### config.mk
export PLATFORM = sky130hd
export DESIGN_NAME = owire_ds_slave
export DESIGN_NICKNAME = d
export VERILOG_FILES = /design/src/rtl/owire_ds_slave.sv
export SDC_FILE = /design/constraint.sdc
export NUM_CORES = 1
export LEC_CHECK = 0
export CAP_MARGIN = 20
export CELL_PAD_IN_SITES_DETAIL_PLACEMENT = 0
export CELL_PAD_IN_SITES_GLOBAL_PLACEMENT = 1
export CORE_ASPECT_RATIO = 1.1
export CORE_MARGIN = 2
export CORE_UTILIZATION = 48
export DETAILED_ROUTE_END_ITERATION = 7
export MAX_ROUTING_LAYER = met4
export PLACE_DENSITY = 0.82
export SYNTH_ARGS = -nofsm -noshare
export SYNTH_HDL_FRONTEND = slang
export SYNTH_SLANG_ARGS = --single-unit
### constraint.sdc
create_clock -name clk -period 4.43 [get_ports clk]
set_input_delay 0.886 -clock clk [delete_from_list [all_inputs] [get_ports clk]]
set_output_delay 0.886 -clock clk [all_outputs]
set_load 0.005 [all_outputs]
### src/rtl/owire_ds_slave.sv
// 1-wire responder that emulates a DS18B20 on DQ: presence, Skip ROM, Convert T
// and Read Scratchpad, with the 16-bit temperature returned LSB first.
module owire_ds_slave #(
  parameter int FCLK       = 125,
  parameter int RST_MIN_US = 400,
  parameter int PD_WAIT_US = 70,
  parameter int PD_LEN_US  = 120,
  parameter int SAMPLE_US  = 30,
  parameter int TX_HOLD_US = 30,
  parameter int CONV_US    = 750
) (
  input  logic        clk,
  input  logic        rst,
  input  logic        dq_in,
  output logic        dq_oe,
  input  logic [15:0] temp_value,
  output logic [7:0]  cmd_last,
  output logic        conv_busy,
  output logic        rd_done,
  output logic        err
);

  localparam int CW = (FCLK > 1) ? $clog2(FCLK) : 1;
  localparam int TW = 16;

  typedef enum logic [2:0] {
    IDLE, PD_WAIT, PRESENCE, RX_ROM, RX_FUNC, CONVERT, TX_DATA
  } state_t;

  state_t state, state_n;

  logic          dq_m, dq_s, dq_d;
  logic [CW-1:0] tick_cnt;
  logic          tick;
  logic [9:0]    low_tmr;
  logic [TW-1:0] st_us, slot_us, conv_us, st_lim, slot_lim;
  logic          slot_on;
  logic [3:0]    bit_cnt;
  logic [7:0]    shreg, rx_byte;
  logic [15:0]   scratch;
  logic          fall, rise, bus_rst, slot_fall, rx_mode, tx_mode;
  logic          st_done, slot_end, rx_bit, byte_done, tx_last, tx_bit, conv_start;

  // Bus idles high, so the synchronizer resets to 1 to avoid a phantom edge.
  always_ff @(posedge clk or posedge rst) begin
    if (rst) {dq_m, dq_s, dq_d} <= 3'b111;
    else     {dq_m, dq_s, dq_d} <= {dq_in, dq_m, dq_s};
  end

  assign tick = (tick_cnt == CW'(FCLK - 1));

  always_ff @(posedge clk or posedge rst) begin
    if (rst) begin
      tick_cnt <= '0;
      low_tmr  <= '0;
    end else begin
      tick_cnt <= tick ? '0 : tick_cnt + CW'(1);
      if (fall)                                   low_tmr <= '0;
      else if (tick && !dq_s && low_tmr != 10'd1023) low_tmr <= low_tmr + 10'd1;
    end
  end

  assign fall      = dq_d & ~dq_s;
  assign rise      = ~dq_d & dq_s;
  assign bus_rst   = rise && (low_tmr >= 10'(RST_MIN_US));
  // Edges caused by our own pull-down are not master slots.
  assign slot_fall = fall && !dq_oe;
  assign rx_mode   = (state == RX_ROM) || (state == RX_FUNC);
  assign tx_mode   = (state == TX_DATA) || (state == CONVERT);
  assign st_lim    = (state == PD_WAIT) ? TW'(PD_WAIT_US) : TW'(PD_LEN_US);
  assign st_done   = tick && (st_us == st_lim - TW'(1));
  assign slot_lim  = tx_mode ? TW'(TX_HOLD_US) : TW'(SAMPLE_US);
  assign slot_end  = slot_on && tick && !slot_fall && (slot_us == slot_lim - TW'(1));
  assign rx_bit    = rx_mode && slot_end;
  assign rx_byte   = {dq_s, shreg[7:1]};
  assign byte_done = rx_bit && (bit_cnt == 4'd7);
  assign tx_last   = (state == TX_DATA) && slot_end && (bit_cnt == 4'd15);
  assign tx_bit    = (state == CONVERT) ? !conv_busy : scratch[bit_cnt];
  assign conv_start = byte_done && (state == RX_FUNC) && (rx_byte == 8'h44) && !bus_rst;

  always_ff @(posedge clk or posedge rst) begin
    if (rst) state <= IDLE;
    else     state <= state_n;
  end

  always_comb begin
    state_n = state;
    case (state)
      PD_WAIT:  if (st_done) state_n = PRESENCE;
      PRESENCE: if (st_done) state_n = RX_ROM;
      RX_ROM:   if (byte_done) state_n = (rx_byte == 8'hCC) ? RX_FUNC : IDLE;
      RX_FUNC:  if (byte_done) begin
                  if (rx_byte == 8'h44)      state_n = CONVERT;
                  else if (rx_byte == 8'hBE) state_n = TX_DATA;
                  else                       state_n = IDLE;
                end
      TX_DATA:  if (tx_last) state_n = IDLE;
      default:  state_n = state;
    endcase
    if (bus_rst) state_n = PD_WAIT;
  end

  always_ff @(posedge clk or posedge rst) begin
    if (rst) begin
      st_us     <= '0;
      slot_on   <= 1'b0;
      slot_us   <= '0;
      bit_cnt   <= '0;
      shreg     <= '0;
      cmd_last  <= '0;
      err       <= 1'b0;
      scratch   <= '0;
      conv_busy <= 1'b0;
      conv_us   <= '0;
      dq_oe     <= 1'b0;
      rd_done   <= 1'b0;
    end else begin
      if (bus_rst || state_n != state) st_us <= '0;
      else if (tick)                   st_us <= st_us + TW'(1);

      // One slot timer serves both write-bit sampling and read-0 hold.
      if (bus_rst)                           slot_on <= 1'b0;
      else if (slot_fall && (rx_mode || tx_mode)) begin
        slot_on <= 1'b1;
        slot_us <= '0;
      end else if (slot_end)                 slot_on <= 1'b0;
      else if (slot_on && tick)              slot_us <= slot_us + TW'(1);

      if (bus_rst || state_n != state)                      bit_cnt <= '0;
      else if (rx_bit || ((state == TX_DATA) && slot_end))  bit_cnt <= bit_cnt + 4'd1;

      if (rx_bit)    shreg    <= rx_byte;
      if (byte_done) cmd_last <= rx_byte;

      if (bus_rst)                             err <= 1'b0;
      else if (byte_done && state_n == IDLE)   err <= 1'b1;

      if (conv_start) scratch <= temp_value;

      // Conversion runs to completion regardless of bus resets.
      if (conv_start) begin
        conv_busy <= 1'b1;
        conv_us   <= '0;
      end else if (conv_busy && tick) begin
        if (conv_us == TW'(CONV_US - 1)) conv_busy <= 1'b0;
        conv_us <= conv_us + TW'(1);
      end

      if (bus_rst)                                  dq_oe <= 1'b0;
      else if ((state == PD_WAIT) && st_done)       dq_oe <= 1'b1;
      else if ((state == PRESENCE) && st_done)      dq_oe <= 1'b0;
      else if (tx_mode && slot_fall && !tx_bit)     dq_oe <= 1'b1;
      else if (tx_mode && slot_end)                 dq_oe <= 1'b0;

      rd_done <= tx_last && !bus_rst;
    end
  end

endmodule

==> impl_results.md <==
- WHS Path Cells: 0
- CP Capture Type: flop
- Root buf cell: clkbuf_16
- Post-DP HPWL: 7560 um
- Pleak: 0.00287 uW
- Total Die Area: 0.0126 mm2
- Final WL: 10800 um
- Grt total ovfl: 0
- Fraction of registers with async set/reset: 1.00
- R2R Setup Slk: 1.26 ns
- EDFF count, synth: 0
- Via density: 5.58
- Vias in the first global route: 3953
- Synth top area share: 0.480
- Worst slew margin relative to its limit: 0.380
- Count leader, synth: dfrtp_1
- Clock sink total: 111
- Cells after Synth: 549
- RePlAce Congestion: 0.904
- #FFs+latches synth: 111
- Clock tree buffer depth: 2
- Global-route wire length before repair: 18800 um
- YS warnings: 0
- RSZ-0062 raised after global routing: false
- Status: completed
- MaxCap Viol Count: 0
- Total GRT Usage: 0.190
- Post-Syn Nets: 578
- Wire per inst: 14.9 um
- Final setup violation count: 0
- Drt first pass iters: 4
- Syn Std Cell Area: 0.00563 mm2
- Worst EP arrival: 3.44 ns
- Startpoint Class: flop
- Synth top area cells: dfrtp_1 (48%), mux2_2 (6.2%), nor2_1 (5.5%), xor2_1 (4.8%), xnor2_1 (3.3%)
- Share of cells above drive strength 1: 0.116
- Post-CTS setup buffer count: 0
- Vias: 4069
- CTS tree: yes
- CP Data Required Time: 4.70 ns
- Hold_sp: dq_m
- Reg-to-reg endpoint: st_us[15]
- Top post-synthesis cells by count: dfrtp_1 (108), nor2_1 (83), nand2_1 (39), mux2_2 (31), xor2_1 (31)
- Row cnt: 41
- FILL cells: 988
- Chip width: 107 um
- Clock Skews: 0.0123 ns
- Fmax: 315 MHz
- Hold path endpoint: dq_s
- DRT iter0 DRCs: 197
- Inst Count DP: 713
- Ant diodes: 0
- Final Hold Fails: 0
- VDD IR max: 0.177 mV
- I/O Pins: 31
- Seq/Total Area, Yosys: 0.494
- Largest net degree at the start of global routing: 59
- Initial antenna violation count: 0
- Worst-Skew Late Latency: 0.35 ns
- TNS Setup: 0 ns
- Beginning of the critical path: state[2]
- Synth unique cells: 58
- Die Y: 118 um
- Layout Nets: 603
- RR Startpoint: state[2]
- Final period util: 0.716
- Worst setup path category: reg2reg
- Power Density: 295 mW/mm2
- CTS clock-pin slew for the worst setup and hold paths: 0.07 ns
- Finished Core Util: 0.559
- Period minus WS final: 3.17 ns
- Post-DRT Antenna Nets: 0
- Total CTS buffers: 9
- DRC Markers: 0
- CP Max Fanout: 19
- Final Max Slew Viols: 0
- Mapped Avg Cell Area: 10.3 um2
- Core Area: 0.0114 mm2
- Tightest Pin Transition: 0.929 ns
- Final cell count without fillers: 729
- # resized after CTS: 0
- Hold buffer count at CTS: 0
- PortBufs: 30
- Initial Utilization: 0.492
- Htree depth: 3
- Hold crit path type: reg2reg
- Area growth syn-to-layout: 13.6%
- Largest area contributor in the netlist: dfrtp_1
- Reg2reg path depth: 7
- Post-synth top flop: dfrtp_1
## critical path: stages, from the launching register on
cell and delay, ns:
dfrtp_1 0.62, nor3b_1 0.58, o2111ai_1 0.46, nand3b_1 0.31, mux2i_1 0.18, o31ai_1 0.38
nand4_4 0.34, a21oi_1 0.21
## placed cells by master (no fill, tap or decap), types with 9 or more instances in the layout
master / synthesis / routed
ha_1: 10 / 10
or3_1: 9 / 9
nand3_1: 24 / 24
xnor2_1: 21 / 21
nor4_1: 11 / 11
a21oi_1: 12 / 12
nor2_1: 83 / 83
nand4_1: 18 / 18
and3_1: 13 / 13
o21ai_0: 17 / 17
clkbuf_16: 0 / 9
xor2_1: 31 / 31
mux2_2: 31 / 31
clkdlybuf4s50_1: 0 / 30
dfrtp_1: 108 / 108
inv_1: 16 / 15
nand2_1: 39 / 39
## registers in the layout, summed over array words and instances, names as in the netlist, 3 cells and up
name,count
bit_cnt,4
cmd_last,8
conv_us,16
low_tmr,10
scratch,16
shreg,7
slot_us,16
st_us,16
state,3
tick_cnt,7
## logic make-up (layout without fill, tap and decap cells)
| group | count (synthesis) | after routing | synth area share |
|---|---|---|---|
| and+or+nand+nor | 247 | 247 | 0.230 |
| DFF | 111 | 111 | 0.494 |
| muxes | 42 | 42 | 0.0904 |
| xor gates and xnor gates | 52 | 52 | 0.0809 |
| buffers and inverters | 35 | 65 | 0.0251 |
| adders and majority gates | 10 | 10 | 0.0222 |
| AOI/OAI and AO/OA | 52 | 52 | 0.0578 |
## how the worst max path moves through the flow
stage	end	slack, ns	cells after the start
finish	st_us[15]	1.26	7
global route	st_us[10]	1.00	8
CTS	st_us[10]	1.26	9
detailed placement	st_us[10]	1.30	7
global placement	st_us[15]	1.39	9
floorplan	bit_cnt[0]	0.62	1
## layer usage
metal	track usage	routed length, um	vias up
met5	-	0	-
met4	0.0641	169	0
met3	0.0332	276	12
met2	0.295	5290	56
met1	0.254	5100	2024
li1	-	-	1977
## report_power, final
| group | switching, uW | total [uW] | internal, uW |
|---|---|---|---|
| Sequential | 1.73 | 1020 | 1020 |
| Clock | 372 | 830 | 458 |
| Combinational | 24.0 | 41.0 | 17.0 |
| Total | 397 | 1890 | 1490 |
## area by class of cell
type                            count  area [um2]  area share
Clock inverter                      6        68.8      0.0108
Tap cell                          150         188      0.0293
Multi-Input combinational cell    403        2720       0.426
Inverter                           16        62.6     0.00978
Sequential cell                   111        2780       0.435
Clock buffer                       10         239      0.0373
Timing Repair Buffer               33         335      0.0524
## stage by stage
step	setup slack (ns)	hold slack, ns	power (uW)	instance area (um2)
after floorplan	0.618	0.345	1050	5630
after global placement	1.39	0.347	1080	6090
after detailed placement	1.30	0.347	1080	6090
after CTS	1.26	0.358	1910	6400
after global routing	1.00	0.361	1950	6400
final	1.26	0.356	1890	6400
No activity file was read; power rests on OpenSTA's default activity.
